`src/rtl/dispatcher_pkg.sv`:
```
// ============================================================================
// Module      : dispatcher_pkg
// Description : Shared opcode enumeration and constants for the issue stage.
// Revision    : 1.0 - initial release
// ============================================================================
`default_nettype none

package dispatcher_pkg;

  localparam int DEF_DATA_LEN   = 32;
  localparam int DEF_ADDR_LEN   = 32;
  localparam int DEF_ROB_LEN    = 4;
  localparam int DEF_OPENUM_LEN = 6;

  localparam logic TRUE  = 1'b1;
  localparam logic FALSE = 1'b0;

  localparam logic [DEF_ROB_LEN:0]    ZERO_ROB  = '0;
  localparam logic [DEF_DATA_LEN-1:0] ZERO_WORD = '0;
  localparam logic [DEF_ADDR_LEN-1:0] ZERO_ADDR = '0;

  typedef enum logic [DEF_OPENUM_LEN-1:0] {
    OPENUM_NOP,
    OPENUM_LUI, OPENUM_AUIPC, OPENUM_JAL, OPENUM_JALR,
    OPENUM_BEQ, OPENUM_BNE, OPENUM_BLT, OPENUM_BGE, OPENUM_BLTU, OPENUM_BGEU,
    OPENUM_LB, OPENUM_LH, OPENUM_LW, OPENUM_LBU, OPENUM_LHU,
    OPENUM_SB, OPENUM_SH, OPENUM_SW,
    OPENUM_ADDI, OPENUM_SLTI, OPENUM_SLTIU, OPENUM_XORI, OPENUM_ORI, OPENUM_ANDI,
    OPENUM_SLLI, OPENUM_SRLI, OPENUM_SRAI,
    OPENUM_ADD, OPENUM_SUB, OPENUM_SLL, OPENUM_SLT, OPENUM_SLTU,
    OPENUM_XOR, OPENUM_SRL, OPENUM_SRA, OPENUM_OR, OPENUM_AND
  } openum_e;

endpackage

`default_nettype wire

```
`src/rtl/dispatcher_operand_resolver.sv`:
```
// ============================================================================
// Module      : dispatcher_operand_resolver
// Description : Resolves one source tag to value/tag (CDB > ROB ready > regfile).
// Revision    : 1.0 - initial release
// ============================================================================
`default_nettype none

module dispatcher_operand_resolver #(
  parameter int DATA_LEN = 32,
  parameter int ROB_LEN  = 4
) (
  input  logic [ROB_LEN:0]    i_tag,
  input  logic [DATA_LEN-1:0] i_reg_val,
  input  logic                i_rob_ready,
  input  logic [DATA_LEN-1:0] i_rob_val,
  input  logic                i_rs_cdb_valid,
  input  logic [ROB_LEN:0]    i_rs_cdb_rob_id,
  input  logic [DATA_LEN-1:0] i_rs_cdb_result,
  input  logic                i_ls_cdb_valid,
  input  logic [ROB_LEN:0]    i_ls_cdb_rob_id,
  input  logic [DATA_LEN-1:0] i_ls_cdb_result,
  output logic [DATA_LEN-1:0] o_val,
  output logic [ROB_LEN:0]    o_tag
);

  always_comb begin
    o_val = '0;
    o_tag = i_tag;
    if (i_tag == '0) begin
      o_val = i_reg_val;
      o_tag = '0;
    end else if (i_rs_cdb_valid && (i_rs_cdb_rob_id == i_tag)) begin
      o_val = i_rs_cdb_result;
      o_tag = '0;
    end else if (i_ls_cdb_valid && (i_ls_cdb_rob_id == i_tag)) begin
      o_val = i_ls_cdb_result;
      o_tag = '0;
    end else if (i_rob_ready) begin
      o_val = i_rob_val;
      o_tag = '0;
    end
  end

endmodule

`default_nettype wire

```
`src/rtl/dispatcher.sv`:
```
// ============================================================================
// Module      : dispatcher
// Description : One-entry issue buffer: allocates ROB, resolves operands,
//               inserts into RS or LSB and renames rd.
// Revision    : 1.0 - initial release
// ============================================================================
`default_nettype none

module dispatcher
  import dispatcher_pkg::*;
#(
  parameter int DATA_LEN   = 32,
  parameter int ADDR_LEN   = 32,
  parameter int OPENUM_LEN = 6,
  parameter int ROB_LEN    = 4
) (
  input  logic                  clk,
  input  logic                  rst,
  input  logic                  rollback,
  input  logic                  valid_from_dec,
  input  logic [OPENUM_LEN-1:0] openum_from_dec,
  input  logic [4:0]            rd_from_dec,
  input  logic [4:0]            rs1_from_dec,
  input  logic [4:0]            rs2_from_dec,
  input  logic [DATA_LEN-1:0]   imm_from_dec,
  input  logic [ADDR_LEN-1:0]   pc_from_dec,
  input  logic                  is_ls_from_dec,
  output logic                  stall_to_dec,
  output logic [4:0]            rs1_to_reg,
  output logic [4:0]            rs2_to_reg,
  input  logic [DATA_LEN-1:0]   V1_from_reg,
  input  logic [DATA_LEN-1:0]   V2_from_reg,
  input  logic [ROB_LEN:0]      Q1_from_reg,
  input  logic [ROB_LEN:0]      Q2_from_reg,
  output logic [ROB_LEN:0]      Q1_to_rob,
  output logic [ROB_LEN:0]      Q2_to_rob,
  input  logic                  ready1_from_rob,
  input  logic                  ready2_from_rob,
  input  logic [DATA_LEN-1:0]   val1_from_rob,
  input  logic [DATA_LEN-1:0]   val2_from_rob,
  input  logic [ROB_LEN:0]      rob_id_from_rob,
  input  logic                  full_from_rob,
  input  logic                  full_from_rs,
  input  logic                  full_from_lsb,
  output logic                  ena_to_rob,
  output logic                  ena_to_rs,
  output logic                  ena_to_lsb,
  output logic [OPENUM_LEN-1:0] openum_to_rs,
  output logic [DATA_LEN-1:0]   V1_to_rs,
  output logic [DATA_LEN-1:0]   V2_to_rs,
  output logic [ROB_LEN:0]      Q1_to_rs,
  output logic [ROB_LEN:0]      Q2_to_rs,
  output logic [ADDR_LEN-1:0]   pc_to_rs,
  output logic [DATA_LEN-1:0]   imm_to_rs,
  output logic [ROB_LEN:0]      rob_id_to_rs,
  output logic [OPENUM_LEN-1:0] openum_to_lsb,
  output logic [DATA_LEN-1:0]   V1_to_lsb,
  output logic [DATA_LEN-1:0]   V2_to_lsb,
  output logic [ROB_LEN:0]      Q1_to_lsb,
  output logic [ROB_LEN:0]      Q2_to_lsb,
  output logic [ADDR_LEN-1:0]   pc_to_lsb,
  output logic [DATA_LEN-1:0]   imm_to_lsb,
  output logic [ROB_LEN:0]      rob_id_to_lsb,
  output logic [4:0]            rd_to_rob,
  output logic                  ena_rename_to_reg,
  output logic [4:0]            rd_to_reg,
  output logic [ROB_LEN:0]      rob_id_to_reg,
  input  logic                  valid_from_rs_cdb,
  input  logic [ROB_LEN:0]      rob_id_from_rs_cdb,
  input  logic [DATA_LEN-1:0]   result_from_rs_cdb,
  input  logic                  valid_from_ls_cdb,
  input  logic [ROB_LEN:0]      rob_id_from_ls_cdb,
  input  logic [DATA_LEN-1:0]   result_from_ls_cdb
);

  localparam logic [OPENUM_LEN-1:0] c_nop = OPENUM_LEN'(OPENUM_NOP);

  // Holding buffer
  logic                  r_busy;
  logic [OPENUM_LEN-1:0] r_buf_openum;
  logic [4:0]            r_buf_rd;
  logic [DATA_LEN-1:0]   r_buf_imm;
  logic [ADDR_LEN-1:0]   r_buf_pc;
  logic                  r_buf_is_ls;
  logic [DATA_LEN-1:0]   r_buf_v [2];
  logic [ROB_LEN:0]      r_buf_q [2];

  // Registered insert bus and strobes
  logic                  r_ena_rob;
  logic                  r_ena_rs;
  logic                  r_ena_lsb;
  logic                  r_ena_rename;
  logic [OPENUM_LEN-1:0] r_openum;
  logic [DATA_LEN-1:0]   r_v1;
  logic [DATA_LEN-1:0]   r_v2;
  logic [ROB_LEN:0]      r_q1;
  logic [ROB_LEN:0]      r_q2;
  logic [ADDR_LEN-1:0]   r_pc;
  logic [DATA_LEN-1:0]   r_imm;
  logic [ROB_LEN:0]      r_rob_id;
  logic [4:0]            r_rd;

  logic                  w_issue;
  logic                  w_accept;
  logic [ROB_LEN:0]      w_dec_q   [2];
  logic [DATA_LEN-1:0]   w_dec_v   [2];
  logic                  w_rob_rdy [2];
  logic [DATA_LEN-1:0]   w_rob_val [2];
  logic [DATA_LEN-1:0]   w_acc_v   [2];
  logic [ROB_LEN:0]      w_acc_q   [2];
  logic [DATA_LEN-1:0]   w_snp_v   [2];
  logic [ROB_LEN:0]      w_snp_q   [2];

  assign w_dec_q[0]   = Q1_from_reg;
  assign w_dec_q[1]   = Q2_from_reg;
  assign w_dec_v[0]   = V1_from_reg;
  assign w_dec_v[1]   = V2_from_reg;
  assign w_rob_rdy[0] = ready1_from_rob;
  assign w_rob_rdy[1] = ready2_from_rob;
  assign w_rob_val[0] = val1_from_rob;
  assign w_rob_val[1] = val2_from_rob;

  // Accept path resolves fresh decoder operands; snoop path keeps the buffered
  // operands current, so a same-cycle issue already carries this cycle's CDB.
  for (genvar i = 0; i < 2; i++) begin : g_opnd
    dispatcher_operand_resolver #(
      .DATA_LEN (DATA_LEN),
      .ROB_LEN  (ROB_LEN)
    ) u_accept (
      .i_tag           (w_dec_q[i]),
      .i_reg_val       (w_dec_v[i]),
      .i_rob_ready     (w_rob_rdy[i]),
      .i_rob_val       (w_rob_val[i]),
      .i_rs_cdb_valid  (valid_from_rs_cdb),
      .i_rs_cdb_rob_id (rob_id_from_rs_cdb),
      .i_rs_cdb_result (result_from_rs_cdb),
      .i_ls_cdb_valid  (valid_from_ls_cdb),
      .i_ls_cdb_rob_id (rob_id_from_ls_cdb),
      .i_ls_cdb_result (result_from_ls_cdb),
      .o_val           (w_acc_v[i]),
      .o_tag           (w_acc_q[i])
    );

    dispatcher_operand_resolver #(
      .DATA_LEN (DATA_LEN),
      .ROB_LEN  (ROB_LEN)
    ) u_snoop (
      .i_tag           (r_buf_q[i]),
      .i_reg_val       (r_buf_v[i]),
      .i_rob_ready     (FALSE),
      .i_rob_val       ('0),
      .i_rs_cdb_valid  (valid_from_rs_cdb),
      .i_rs_cdb_rob_id (rob_id_from_rs_cdb),
      .i_rs_cdb_result (result_from_rs_cdb),
      .i_ls_cdb_valid  (valid_from_ls_cdb),
      .i_ls_cdb_rob_id (rob_id_from_ls_cdb),
      .i_ls_cdb_result (result_from_ls_cdb),
      .o_val           (w_snp_v[i]),
      .o_tag           (w_snp_q[i])
    );
  end

  assign w_issue  = r_busy && !full_from_rob &&
                    (r_buf_is_ls ? !full_from_lsb : !full_from_rs);
  assign w_accept = valid_from_dec && !stall_to_dec;

  assign stall_to_dec = r_busy && !w_issue;
  assign rs1_to_reg   = rs1_from_dec;
  assign rs2_to_reg   = rs2_from_dec;
  assign Q1_to_rob    = Q1_from_reg;
  assign Q2_to_rob    = Q2_from_reg;

  always_ff @(posedge clk) begin
    if (rst) begin
      r_busy       <= FALSE;
      r_buf_openum <= c_nop;
      r_buf_rd     <= '0;
      r_buf_imm    <= '0;
      r_buf_pc     <= '0;
      r_buf_is_ls  <= FALSE;
      for (int i = 0; i < 2; i++) begin
        r_buf_v[i] <= '0;
        r_buf_q[i] <= '0;
      end
      r_ena_rob    <= FALSE;
      r_ena_rs     <= FALSE;
      r_ena_lsb    <= FALSE;
      r_ena_rename <= FALSE;
      r_openum     <= c_nop;
      r_v1         <= '0;
      r_v2         <= '0;
      r_q1         <= '0;
      r_q2         <= '0;
      r_pc         <= '0;
      r_imm        <= '0;
      r_rob_id     <= '0;
      r_rd         <= '0;
    end else begin
      r_ena_rob    <= FALSE;
      r_ena_rs     <= FALSE;
      r_ena_lsb    <= FALSE;
      r_ena_rename <= FALSE;
      if (rollback) begin
        r_busy <= FALSE;
      end else begin
        if (w_issue) begin
          r_ena_rob    <= TRUE;
          r_ena_rs     <= !r_buf_is_ls;
          r_ena_lsb    <= r_buf_is_ls;
          r_ena_rename <= (r_buf_rd != 5'd0);
          r_openum     <= r_buf_openum;
          r_v1         <= w_snp_v[0];
          r_q1         <= w_snp_q[0];
          r_v2         <= w_snp_v[1];
          r_q2         <= w_snp_q[1];
          r_pc         <= r_buf_pc;
          r_imm        <= r_buf_imm;
          r_rob_id     <= rob_id_from_rob;
          r_rd         <= r_buf_rd;
        end
        if (w_accept) begin
          r_busy       <= TRUE;
          r_buf_openum <= openum_from_dec;
          r_buf_rd     <= rd_from_dec;
          r_buf_imm    <= imm_from_dec;
          r_buf_pc     <= pc_from_dec;
          r_buf_is_ls  <= is_ls_from_dec;
          for (int i = 0; i < 2; i++) begin
            r_buf_v[i] <= w_acc_v[i];
            r_buf_q[i] <= w_acc_q[i];
          end
        end else if (w_issue) begin
          r_busy <= FALSE;
        end else if (r_busy) begin
          for (int i = 0; i < 2; i++) begin
            r_buf_v[i] <= w_snp_v[i];
            r_buf_q[i] <= w_snp_q[i];
          end
        end
      end
    end
  end

  assign ena_to_rob        = r_ena_rob;
  assign ena_to_rs         = r_ena_rs;
  assign ena_to_lsb        = r_ena_lsb;
  assign ena_rename_to_reg = r_ena_rename;

  assign openum_to_rs  = r_openum;
  assign V1_to_rs      = r_v1;
  assign V2_to_rs      = r_v2;
  assign Q1_to_rs      = r_q1;
  assign Q2_to_rs      = r_q2;
  assign pc_to_rs      = r_pc;
  assign imm_to_rs     = r_imm;
  assign rob_id_to_rs  = r_rob_id;

  assign openum_to_lsb = r_openum;
  assign V1_to_lsb     = r_v1;
  assign V2_to_lsb     = r_v2;
  assign Q1_to_lsb     = r_q1;
  assign Q2_to_lsb     = r_q2;
  assign pc_to_lsb     = r_pc;
  assign imm_to_lsb    = r_imm;
  assign rob_id_to_lsb = r_rob_id;

  assign rd_to_rob     = r_rd;
  assign rd_to_reg     = r_rd;
  assign rob_id_to_reg = r_rob_id;

endmodule

`default_nettype wire

```
`config.mk`:
```
export PLATFORM = sky130hd
export DESIGN_NAME = dispatcher
export DESIGN_NICKNAME = d
export VERILOG_FILES = /design/src/rtl/dispatcher_pkg.sv /design/src/rtl/dispatcher_operand_resolver.sv /design/src/rtl/dispatcher.sv
export SDC_FILE = /design/constraint.sdc
export NUM_CORES = 1
export LEC_CHECK = 0
export ABC_AREA = 1
export CORE_AREA = 2 2 250 252
export DETAILED_ROUTE_END_ITERATION = 8
export DIE_AREA = 0 0 252 254
export SYNTH_ARGS = -nofsm -noshare
export SYNTH_HDL_FRONTEND = slang
export SYNTH_SLANG_ARGS = --single-unit
```
`constraint.sdc`:
```
create_clock -name clk -period 4.1 [get_ports clk]
set_input_delay 0.615 -clock clk [delete_from_list [all_inputs] [get_ports clk]]
set_output_delay 0.615 -clock clk [all_outputs]
set_load 0.01 [all_outputs]
```
# After elaboration in Yosys (flattened, before gate mapping)
# Memory sizes are Yosys's and may differ from the RTL's.
# Index checks and enable logic that the tools add are counted.
dict set report word_totals {
  regBits 235
  ram_bits 74
  input_bits 314
  out_inout_bits 338
  word_cells 119
  mem_count 2
}
# memory depth word_bits read_ports rd_clocked_by_memory_dff wr line
set memory_table {}
lappend memory_table {r_buf_v 2 32 2 0 2 dispatcher.sv:85} ;# logic [DATA_LEN-1:0] r_buf_v [2];
lappend memory_table {r_buf_q 2 5 2 0 2 dispatcher.sv:86} ;# logic [ROB_LEN:0] r_buf_q [2];
dict set report classes {
  n_eq_ne 8
  mux 52
  n_bitwise 10
  reduce_logical 28
}
# operator n
set ops {}
lappend ops {{$mux W32} 18}
lappend ops {{$mux W5} 18}
lappend ops {{$eq A5 B5 Y1} 8}
lappend ops {{$logic_not A5 Y1} 4}
lappend ops {{$mux W1} 16}
lappend ops {{$logic_and A1 B1 Y1} 12}
lappend ops {{$or A1 B1 Y1} 8}
lappend ops {{$logic_not A1 Y1} 6}
lappend ops {{$reduce_bool A5 Y1} 1}
lappend ops {{$reduce_and A2 Y1} 2}
lappend ops {{$reduce_or A3 Y1} 1}
lappend ops {{$not A1 Y1} 2}
lappend ops {{$reduce_bool A2 Y1} 1}
lappend ops {{$reduce_or A2 Y1} 1}

# Logic depth before layout (Yosys ltp)
dict set report depth {
  depth_word 13
  mapped_depth 12
  ltp_nobuf 11
}

# Hierarchy
# From an unflattened synthesis, not the netlist that was laid out.
dict set report hier_totals {
  cells_unflattened 3492
  area_unflattened_um2 21141.5
}
# module instances cells_each area_each_um2 seq_area_each_um2
set modules_own_cells {}
lappend modules_own_cells {dispatcher 1 1860 13999.7 6926.6}
lappend modules_own_cells {dispatcher_operand_resolver 4 408 1785.5 0.0}

# Worst setup path after synthesis
# Ideal clock, no wire load.
dict set report synth_timing {
  path_type {in2reg}
  startpoint {in full_from_rs}
  endpoint {mem r_buf_q[0][0] (netlist name), enable pin}
  setup_time_ns 0.400
  arrival_time_ns 2.361
  t_required_ns 3.700
  setup_slack_ns 1.339
  stages 6
  path_buffers 1
  path_cell_list {or2_1 o21ai_2 a21oi_4 o21ai_2 clkbuf_2 or2_2}
}
# element line
set synth_rtl {}
lappend synth_rtl {{start, declared} dispatcher.sv:43} ;# input logic full_from_rs,
lappend synth_rtl {{end, declared} dispatcher.sv:86}

# Worst setup path in the final report
dict set report layout_timing {
  startpoint {in full_from_rs}
  endpoint {out stall_to_dec}
}
dict set report layout_between {
  elab_chain_len 5
}
# element line
set layout_lines {}
lappend layout_lines {{$logic_not A1 Y1} dispatcher.sv:164} ;# (r_buf_is_ls ? !full_from_lsb : !full_from_rs);
lappend layout_lines {{$mux W1} dispatcher.sv:164}
lappend layout_lines {{$logic_and A1 B1 Y1} dispatcher.sv:163} ;# assign w_issue = r_busy && !full_from_rob &&
lappend layout_lines {{$logic_not A1 Y1} dispatcher.sv:167} ;# assign stall_to_dec = r_busy && !w_issue;
lappend layout_lines {{$logic_and A1 B1 Y1} dispatcher.sv:167}
lappend layout_lines {{end, declared} dispatcher.sv:28} ;# output logic stall_to_dec,
# Every way passes these cells.

==> out/results.ini <==
[sta]
setup_viol=0
maxSlewHeadroom=0.2116
tightest_slew_ns=1.183
finalCriticalPeriod_ns=2.782
slew_viol_final=0
fin_crit_sh=0.6786
final.setup.tns_ns=0
rsz0062_at_grt=no
finClkSkew_ns=0.04506
fmaxAchievable_mhz=359.4
fin_ws_ns=1.318
hold_violations=0

[synthesis]
ys_warn_count=0
synth_top_area_frac=0.2526
ys_top_cells_by_count=898 x nand2_1, 423 x nor2_1, 289 x nand3_1
synth_area_leaders=dfxtp_1 25%, nand2_1 18%, edfxtp_1 12%
async_reset_ff_frac=0
ys.flop_type=dfxtp_1
syn-num-nets=3222
synth_cell_types=33
avgSynthCellArea_sq_um=6.404
syn_area_sq_um=18620
synthCells=2908
ys_ff_latch=309
yosysTopAreaCell=dfxtp_1
yosysMostFrequentCell=nand2_1
synth_edf_count=74
ys_seq_area_frac=0.3719

[clock_tree]
holdBufCountCts=0
cts-resized-gates=0
cts_tree=built
clockRootBuffer=clkbuf_16
post_cts_buffers=0
clk_pin_slew_worst_paths_ns=0.06
cts_made_buffers=40
cts.sinks=309
worstSkewPairLatency_ns=0.59
cts_buffer_depth=3
htree_levels=2

[placement]
io_buffers=631
place_area_sq_um=24160
preCtsSetupSlack_ns=0.9513
globalplace.congestion=0.9390
dp_hpwl_mm=58.41
place_inst=4007

[floorplan]
dieWidth_microns=252
coreArea_sq_um=61260
io_pins=652
initial_utilization=0.3040
dieArea_sq_um=64010
die_h_microns=254
num_rows=91

[critical_path]
end_kind=output port
critPathKind=in2out
ff2ff_path_depth=7
critPathMaxFanout=4
crit_required_ns=3.48
critical_path.startpoint_type=input port
arrival_ns=2.17

[global_route]
grt_overflow_total=0
grt_pass1_wl_mm=114.6
grt_pass1_vias=18670
antenna_found_initial=4
grt_usage=0.2351
grt_max_degree=157

[detailed_routing]
ant_nets=0
avgRoutedWirePerCell_microns=19.33
drc=0
via_per_inst=4.864
dr_total_vias=19870
wl_mm=78.93
dr.first_iter.drc_count=1669
drt_first_pass_iters=7

[power_and_ir_drop]
p_leak_nw=11.95
power_switching_mw=2.309
internal_power_mw=5.948
totalPowerFinal_mw=8.257
worst_ir_drop_vdd_uv=249.2
swShare=0.2797
clockPowerShare=0.438
p_comb_frac=0.161
cellPowerDensity_nw_per_um2=323.5
seqPwrFrac=0.402

[final_layout]
top_register=r_buf_v
drive_gt1_frac=0.04406
syn_to_final_growth_pct=37.06
final_nets=3573
num-fill-cells=6514
largest_reg_flops=64
final_area_sq_um=25530
instances_no_fill=4084

[hold_path]
holdPathStages=1
hp-class=reg2reg

[run_status]
status=complete, no violations

[job]
max_cap_violations=0

[final timing paths]
kind / from / to / slack [ns]
max: full_from_rs / stall_to_dec / 1.32
min reg2reg: r_buf_is_ls$_SDFFE_PP0N_ / ena_to_rs$_SDFF_PP0_ / 0.44
min: r_buf_is_ls$_SDFFE_PP0N_ / ena_to_rs$_SDFF_PP0_ / 0.44
max reg2reg: r_buf_is_ls$_SDFFE_PP0N_ / r_buf_v[0][6]$_DFFE_PP_ / 1.66
[power by group through the flow]
| stage | clock [mW] | sequential [mW] | combinational, mW |
|---|---|---|---|
| 5_1_grt | 3.81 | 3.33 | 1.44 |
| 2_1_floorplan | 0 | 3.37 | 0.664 |
| 6_report | 3.61 | 3.32 | 1.33 |
| 3_3_place_gp | 0 | 3.38 | 1.32 |
| 4_1_cts | 3.70 | 3.32 | 1.32 |
| 3_5_place_dp | 0 | 3.38 | 1.31 |
[worst max-delay path, stage by stage]
cell and delay, ns:
clkdlybuf4s50_1 0.45, or2_1 0.10, o21ai_2 0.08, a21oi_4 0.25, clkdlybuf4s50_1 0.67
[logic make-up (layout without fill, tap and decap cells)]
family | after synthesis | count (layout) | share of synthesized area
flip-flops | 309 | 309 | 0.3719
buffers and inverters | 611 | 994 | 0.1702
XOR/XNOR | 5 | 5 | 0.002351
AO/OA/AOI/OAI | 280 | 280 | 0.07807
AND/OR/NAND/NOR | 1703 | 1703 | 0.3775
other | 0 | 3 | 0
[metal layers]
layer	GRT usage	wire length (microns)	part of all wire	vias up
met5	0	16	0.00020	-
met4	0.07625	2283	0.029	2
met3	0.03708	5185	0.066	121
met2	0.4008	38470	0.49	789
met1	0.3032	32980	0.42	9221
li1	-	-	-	9733
[stage by stage]
stage	utilization	hold WS (ns)
2_1_floorplan	-	0.4070
3_5_place_dp	0.3944	0.4286
6_report	0.4167	0.4381
3_3_place_gp	0.3944	0.4267
4_1_cts	0.4166	0.4402
5_1_grt	0.4167	0.4577
[cell usage in the layout (no fill, tap or decap), drive strengths merged]
master         netlist  layout
o22ai               13      13
nor4                 2       2
nand4               73      73
diode                0       3
o21ai              175     175
clkbuf              75      63
edfxtp              74      74
buf                290      43
clkinv               1       7
dfxtp              235     235
a22oi                5       5
a21oi               87      87
nand2              898     898
xor2                 5       5
clkdlybuf4s50        0     631
nand3              294     294
or2                  2       2
bufinv               0       1
nor2               432     432
clkinvlp             0       1
nor3                 2       2
inv                245     248
[area by class of cell]
type | count | area, sq um | area share
inverters | 246 | 928.4 | 0.03637
clock buffers | 63 | 1219 | 0.04774
multi-input cells | 1988 | 8563 | 0.3355
flip-flops and latches | 309 | 6927 | 0.2714
clock inverters | 11 | 141.4 | 0.005539
diodes | 3 | 7.507 | 0.0002941
well taps | 790 | 988.4 | 0.03872
repair buffers | 674 | 6751 | 0.2645
(Power assumes the default switching activity.)
